## src/rtl/fp_mul_d_wb.sv

```systemverilog
// Writeback queue for the double-precision multiplier: classifies each result
// into IEEE exception flags on accept and accrues them into fflags as entries retire.
module fp_mul_d_wb #(
    parameter int DEPTH = 2
) (
    input  logic        clk,
    input  logic        rst,
    input  logic        in_valid,
    output logic        in_ready,
    input  logic [63:0] in_a,
    input  logic [63:0] in_b,
    input  logic [63:0] in_res,
    input  logic [4:0]  in_rd,
    output logic        out_valid,
    input  logic        out_ready,
    output logic [63:0] out_res,
    output logic [4:0]  out_rd,
    output logic [4:0]  out_flags,
    output logic [4:0]  fflags,
    input  logic        fflags_clr
);
    localparam int PW = (DEPTH > 1) ? $clog2(DEPTH) : 1;
    localparam int CW = $clog2(DEPTH) + 1;
    localparam logic [CW-1:0] FULL_CNT = CW'(DEPTH);

    typedef enum logic [1:0] {S_EMPTY, S_PARTIAL, S_FULL} state_t;

    // Operand / result classification; sign bits do not affect any flag.
    logic unused_sign;
    assign unused_sign = ^{in_a[63], in_b[63], in_res[63]};

    logic exp_max_a, exp_max_b, exp_max_r;
    logic frac_nz_a, frac_nz_b, frac_nz_r;
    logic nan_a, nan_b, snan_a, snan_b;
    logic inf_a, inf_b, inf_r;
    logic zero_a, zero_b, zero_r;
    logic flag_nv, flag_of, flag_uf;
    logic [4:0] flags_in;

    always_comb begin
        exp_max_a = (in_a[62:52] == 11'h7FF);
        exp_max_b = (in_b[62:52] == 11'h7FF);
        exp_max_r = (in_res[62:52] == 11'h7FF);
        frac_nz_a = |in_a[51:0];
        frac_nz_b = |in_b[51:0];
        frac_nz_r = |in_res[51:0];
        nan_a     = exp_max_a && frac_nz_a;
        nan_b     = exp_max_b && frac_nz_b;
        snan_a    = nan_a && !in_a[51];
        snan_b    = nan_b && !in_b[51];
        inf_a     = exp_max_a && !frac_nz_a;
        inf_b     = exp_max_b && !frac_nz_b;
        inf_r     = exp_max_r && !frac_nz_r;
        zero_a    = (in_a[62:0] == 63'd0);
        zero_b    = (in_b[62:0] == 63'd0);
        zero_r    = (in_res[62:0] == 63'd0);
        flag_nv   = snan_a || snan_b || (inf_a && zero_b) || (inf_b && zero_a);
        flag_of   = inf_r && !(inf_a || nan_a || inf_b || nan_b);
        // The multiplier flushes tiny results to zero, so a zero from non-zero finite inputs is underflow.
        flag_uf   = zero_r && !(zero_a || inf_a || nan_a || zero_b || inf_b || nan_b);
        flags_in  = {flag_nv, 1'b0, flag_of, flag_uf, flag_of | flag_uf};
    end

    logic [63:0]   mem_res   [DEPTH];
    logic [4:0]    mem_rd    [DEPTH];
    logic [4:0]    mem_flags [DEPTH];
    logic [PW-1:0] wr_ptr, rd_ptr;
    logic [CW-1:0] count, count_nxt;
    logic [4:0]    fflags_q;
    state_t        state, state_nxt;
    logic          push, pop;

    // Status is registered so in_ready never looks at out_ready.
    assign in_ready  = !rst && (state != S_FULL);
    assign out_valid = !rst && (state != S_EMPTY);
    assign push      = in_valid && in_ready;
    assign pop       = out_valid && out_ready;

    assign out_res   = out_valid ? mem_res[rd_ptr]   : 64'd0;
    assign out_rd    = out_valid ? mem_rd[rd_ptr]    : 5'd0;
    assign out_flags = out_valid ? mem_flags[rd_ptr] : 5'd0;
    assign fflags    = rst ? 5'd0 : fflags_q;

    always_comb begin
        count_nxt = count;
        if (push && !pop)
            count_nxt = count + 1'b1;
        else if (pop && !push)
            count_nxt = count - 1'b1;
        if (count_nxt == '0)
            state_nxt = S_EMPTY;
        else if (count_nxt == FULL_CNT)
            state_nxt = S_FULL;
        else
            state_nxt = S_PARTIAL;
    end

    always_ff @(posedge clk) begin
        if (push) begin
            mem_res[wr_ptr]   <= in_res;
            mem_rd[wr_ptr]    <= in_rd;
            mem_flags[wr_ptr] <= flags_in;
        end
    end

    always_ff @(posedge clk) begin
        if (rst) begin
            wr_ptr   <= '0;
            rd_ptr   <= '0;
            count    <= '0;
            state    <= S_EMPTY;
            fflags_q <= 5'd0;
        end else begin
            if (push)
                wr_ptr <= wr_ptr + 1'b1;
            if (pop)
                rd_ptr <= rd_ptr + 1'b1;
            count <= count_nxt;
            state <= state_nxt;
            if (pop)
                fflags_q <= (fflags_clr ? 5'd0 : fflags_q) | out_flags;
            else if (fflags_clr)
                fflags_q <= 5'd0;
        end
    end
endmodule

```

## config.mk

```make
export PLATFORM = sky130hd
export DESIGN_NAME = fp_mul_d_wb
export DESIGN_NICKNAME = d
export VERILOG_FILES = /design/src/rtl/fp_mul_d_wb.sv
export SDC_FILE = /design/constraint.sdc
export NUM_CORES = 1
export LEC_CHECK = 0
export ABC_AREA = 1
export ABC_CLOCK_PERIOD_IN_PS = 6300
export CAP_MARGIN = 20
export CORE_UTILIZATION = 45
export DETAILED_ROUTE_END_ITERATION = 16
export PLACE_DENSITY = 0.83
export SKIP_CTS_REPAIR_TIMING = 1
export SLEW_MARGIN = 20
export SYNTH_ARGS = -nofsm -noshare
export SYNTH_HDL_FRONTEND = slang
export SYNTH_SLANG_ARGS = --single-unit
```

## constraint.sdc

```tcl
create_clock -name clk -period 6.3 [get_ports clk]
set_input_delay 0.63 -clock clk [delete_from_list [all_inputs] [get_ports clk]]
set_output_delay 0.63 -clock clk [all_outputs]
set_load 0.01 [all_outputs]
```

## Word-level counts from Yosys, hierarchy flattened

Memories as Yosys holds them, arrays and structs flattened. A register that Yosys moved wholly into a read port is not among the register bits.
Index checks and enable logic that the tools add are counted.

- Bitwise operators: 2
- Multiply operators: 0
- Order comparisons: 0
- Mux-type cells: 17
- Shifts and indexed selects: 0
- Equality and inequality tests: 5
- Div/mod/pow operators: 0
- Reduce and logical (&&, ||, !) cells: 47
- $add $sub $neg: 4

Operators by type and width:

| operator | count |
|---|---|
| $logic_not A63 Y1 | 3 |
| $reduce_or A52 Y1 | 3 |
| $mux W64 | 1 |
| $eq A11 B11 Y1 const B | 3 |
| $mux W5 | 5 |
| $logic_and A1 B1 Y1 | 17 |
| $logic_or A1 B1 Y1 | 11 |
| $logic_not A1 Y1 | 10 |
| $mux W1 | 8 |
| $mux W2 | 3 |
| $or A5 B5 Y5 | 1 |
| $add A1 B1 Y1 const B | 2 |
| $add A2 B1 Y2 const B | 1 |
| $eq A2 B2 Y1 const B | 1 |
| $logic_not A2 Y1 | 1 |
| $ne A2 B2 Y1 const B | 1 |
| $reduce_bool A2 Y1 | 1 |
| $reduce_or A2 Y1 | 1 |
| $sub A2 B1 Y2 const B | 1 |
| $or A1 B1 Y1 | 1 |

- Logic and storage cells: 83
- Bits in writable memories: 146
- Memories kept: 3
- Output and inout port bits: 81
- Bits of input ports: 202
- ROM bits: 0
- Register bits: 11
- Bits in latches: 0

Memory list:

| name | words | bits a word | read ports | clocked after Yosys merged registers in | write ports | line | source |
|---|---|---|---|---|---|---|---|
| mem_res | 2 | 64 | 1 | 1 | 1 | 64 | `logic [63:0] mem_res [DEPTH];` |
| mem_rd | 2 | 5 | 1 | 1 | 1 | 65 | `logic [4:0] mem_rd [DEPTH];` |
| mem_flags | 2 | 4 | 1 | 1 | 1 | 66 | `logic [4:0] mem_flags [DEPTH];` |

## Longest topological paths before layout

- Depth in word-level cells: 11
- Gate-level depth with buffers: 10
- Depth with buffers taken out: 10

## Least setup slack after synthesis

No wires, ideal clock.

- Kind: in2reg
- Start: in rst
- End: mem mem_flags[0][0] (netlist bit), enable pin
- Arrival: 4.024 ns
- Library setup time: 0.505 ns
- Slack: 1.772 ns
- Path buffers: 0
- Stages on the path: 3
- Data required time: 5.795 ns
- Cell sequence: a21oi_2 -> nand2_1 -> nor2_1

- Cells in the longest elaborated chain, start to end: 5

Ends and longest elaborated chain:

| item | line | source |
|---|---|---|
| start, declared | 7 | `input logic rst,` |
| $logic_not A1 Y1 | 74 | `assign in_ready = !rst && (state != S_FULL);` |
| $logic_and A1 B1 Y1 | 74 |  |
| $logic_and A1 B1 Y1 | 76 | `assign push = in_valid && in_ready;` |
| $mux W1 | 99 | `if (push) begin` |
| $mux W1 (implied by the code) | 102 | `mem_flags[wr_ptr] <= flags_in;` |
| end, declared | 66 |  |

No other way between the ends.

## Final worst setup path

- Start: in rst
- End: out out_res[30]

- Cells in the longest elaborated chain, start to end: 3

Ends and longest elaborated chain:

| item | line | source |
|---|---|---|
| $logic_not A1 Y1 | 75 | `assign out_valid = !rst && (state != S_EMPTY);` |
| $logic_and A1 B1 Y1 | 75 |  |
| $mux W64 | 79 | `assign out_res = out_valid ? mem_res[rd_ptr] : 64'd0;` |
| end, declared | 16 | `output logic [63:0] out_res,` |

No other way between the ends.

==> metrics.txt <==
synthesized cell area=0.00713 sq mm; max_slew headroom=30.8%; Yosys warnings=0; worst-margin pin slew=1040 ps; Total GRT Usage=21.9%; post-synth top area share=61.5%; most common cell after layout, fill and taps aside=clkdlybuf4s50_1; Yosys reg bits=157; clock sinks=157; CP max-delay cell=clkdlybuf4s50_1; Yosys top cell by area=edfxtp_1; Synth Area per Inst=10.8 sq um; worst vdd ir=0.189 mV; Final HPWL DP=12500 um; Crit Path Class=input pin to output pin; die area=0.0164 sq mm; Critical Path Max Stage Delay=660 ps; initial antenna violation count=1; number of global-route vias before repair=5566; cells after synthesis=658; remaining antenna violation count=0; Placed Area=0.0101 sq mm; Final Hold Viols=0; max_cap viols=0; setup_tns=0 ps; crit share post-route=63.7%; DRC viols=0; largest net degree at the start of global routing=74; final WL=17200 um; total I/O pin count=283; fmax=0.249 GHz; Max Slew Vio Count=0; root buf cell=clkbuf_16; WL per Instance=14.8 um; Port Buffers=278; Via density=4.71; critical path arrival=3380 ps; final setup vio count=0; Static Leak=4.20 nW; crit-path max FO=43; Layout area overhead=50.2%; gpl congestion=0.786; H-Tree Level Count=4; core area=0.0153 sq mm; Pwr per Cell Area=241 mW/mm^2; Required @ worst endpoint=5670 ps; Synth area leaders=edfxtp_1 (61%), mux2_2 (11%), nand2_1 (7.7%); wire length of the first global-routing pass=26800 um; grt ovf=0; Initial Utilization=46.6%; clk_skew=9.67 ps; Chip Height=128 um; status=finished, final reports clean; initial drt markers=361; TritonCTS Buffers=17; Final Cell Area=0.0107 sq mm; Worst Setup End Kind=output pin; synth unique cells=25; Horiz. Die Dim=128 um; DRT Pass-1 Iters=4; Min-Delay Path Class=flip-flop to flip-flop; Cell Rows=45; layout cell share with drive strength beyond 1=11.4%; commonest cells after routing, fill and taps aside=clkdlybuf4s50_1 (278), nand2_1 (146), edfxtp_1 (146); minimum clock period=4010 ps; startpoint types=input pin; critical-path cell list=clkdlybuf4s50_1, inv_2, o21ai_2, inv_2, buf_4, nand2_1, inv_1, clkdlybuf4s50_1; CTS tree=done; unrepaired setup endpoints after global routing=no; Skew-Pair Late Insertion Delay=420 ps; Seq/Total Area, Yosys=64.6%; routed vias=5482; Max clock buf depth=2; Final #Nets=1143; CTS clk-pin slew, worst paths=60 ps
## cells in the mapped netlist (all sizes together)
cell    number
a21oi        2
conb         1
nor3         3
clkbuf       2
nand3       12
xor2         2
nand4        3
dfxtp       11
o21ai        2
buf         16
edfxtp     146
nor2       143
mux2        69
nand2      147
and2         4
inv         87
o32ai        4
mux2i        4
## state kept, by name, summed over array words and instances (netlist names), named ones only
register and count:
count 2, mem_res 128, fflags_q 4, rd_ptr 1
mem_flags 8, wr_ptr 1, mem_rd 10, state 2
## through the flow
step	cells	hold slack, ps	setup WS (ps)	utilization (%)	power (mW)
final	1164	469	2290	70.0	2.58
after CTS	1163	469	2260	70.0	2.60
after floorplan	659	446	1770	-	1.37
after detailed placement	1133	459	2270	66.2	1.60
after global placement	1133	457	2320	66.2	1.59
after global routing	1164	505	2040	70.0	2.67
## power breakdown
part	switching (mW)	total [mW]	internal [mW]	leakage, nW
logic	0.149	0.372	0.223	2.49
registers	0.0228	1.21	1.19	1.43
clock network	0.387	1.00	0.615	0.279
## final cells by class
class,instances,area (sq um)
antenna,1,2.50
clock buffer,18,429
clock inverter,12,146
fill,1170,4600
inverter,87,327
multi-input combinational,397,2130
sequential,157,4610
tap,211,264
timing repair buffer,281,2810
## final timing paths
check	from	endpoint	slack, ps	cells after the start
max	rst	out_res[30]	2290	8
min	fflags_q[4]$_SDFF_PP0_	fflags_q[4]$_SDFF_PP0_	470	2
max reg2reg	state[0]$_SDFF_PP0_	mem_res[0][9]$_DFFE_PP_	3900	5
min reg2reg	fflags_q[4]$_SDFF_PP0_	fflags_q[4]$_SDFF_PP0_	470	2
## routing by layer
layer  GRT usage [%]  vias up  routed length [um]
met5               0        -                   0
met4            9.83        0                 457
met2            42.8      221                9780
li1                -     2717                   -
met1            22.0     2513                6040
met3            4.76       31                 968
## kinds of logic (layout without fill, tap and decap cells)
logic type / after synthesis / after routing / synth area share (%)
flip-flops: 157 / 157 / 64.5
other: 1 / 3 / 0.0526
XOR/XNOR: 2 / 2 / 0.246
AND/OR/NAND/NOR: 312 / 312 / 17.0
multiplexers: 73 / 73 / 11.5
AO/OA/AOI/OAI: 8 / 8 / 0.877
buffers and inverters: 105 / 398 / 5.79
## critical path, delay by kind of cell
family	cells	cell delay [ps]
compound gates	1	130
simple gates	1	150
buf+inv	6	2440
(Power assumes the default switching activity.)
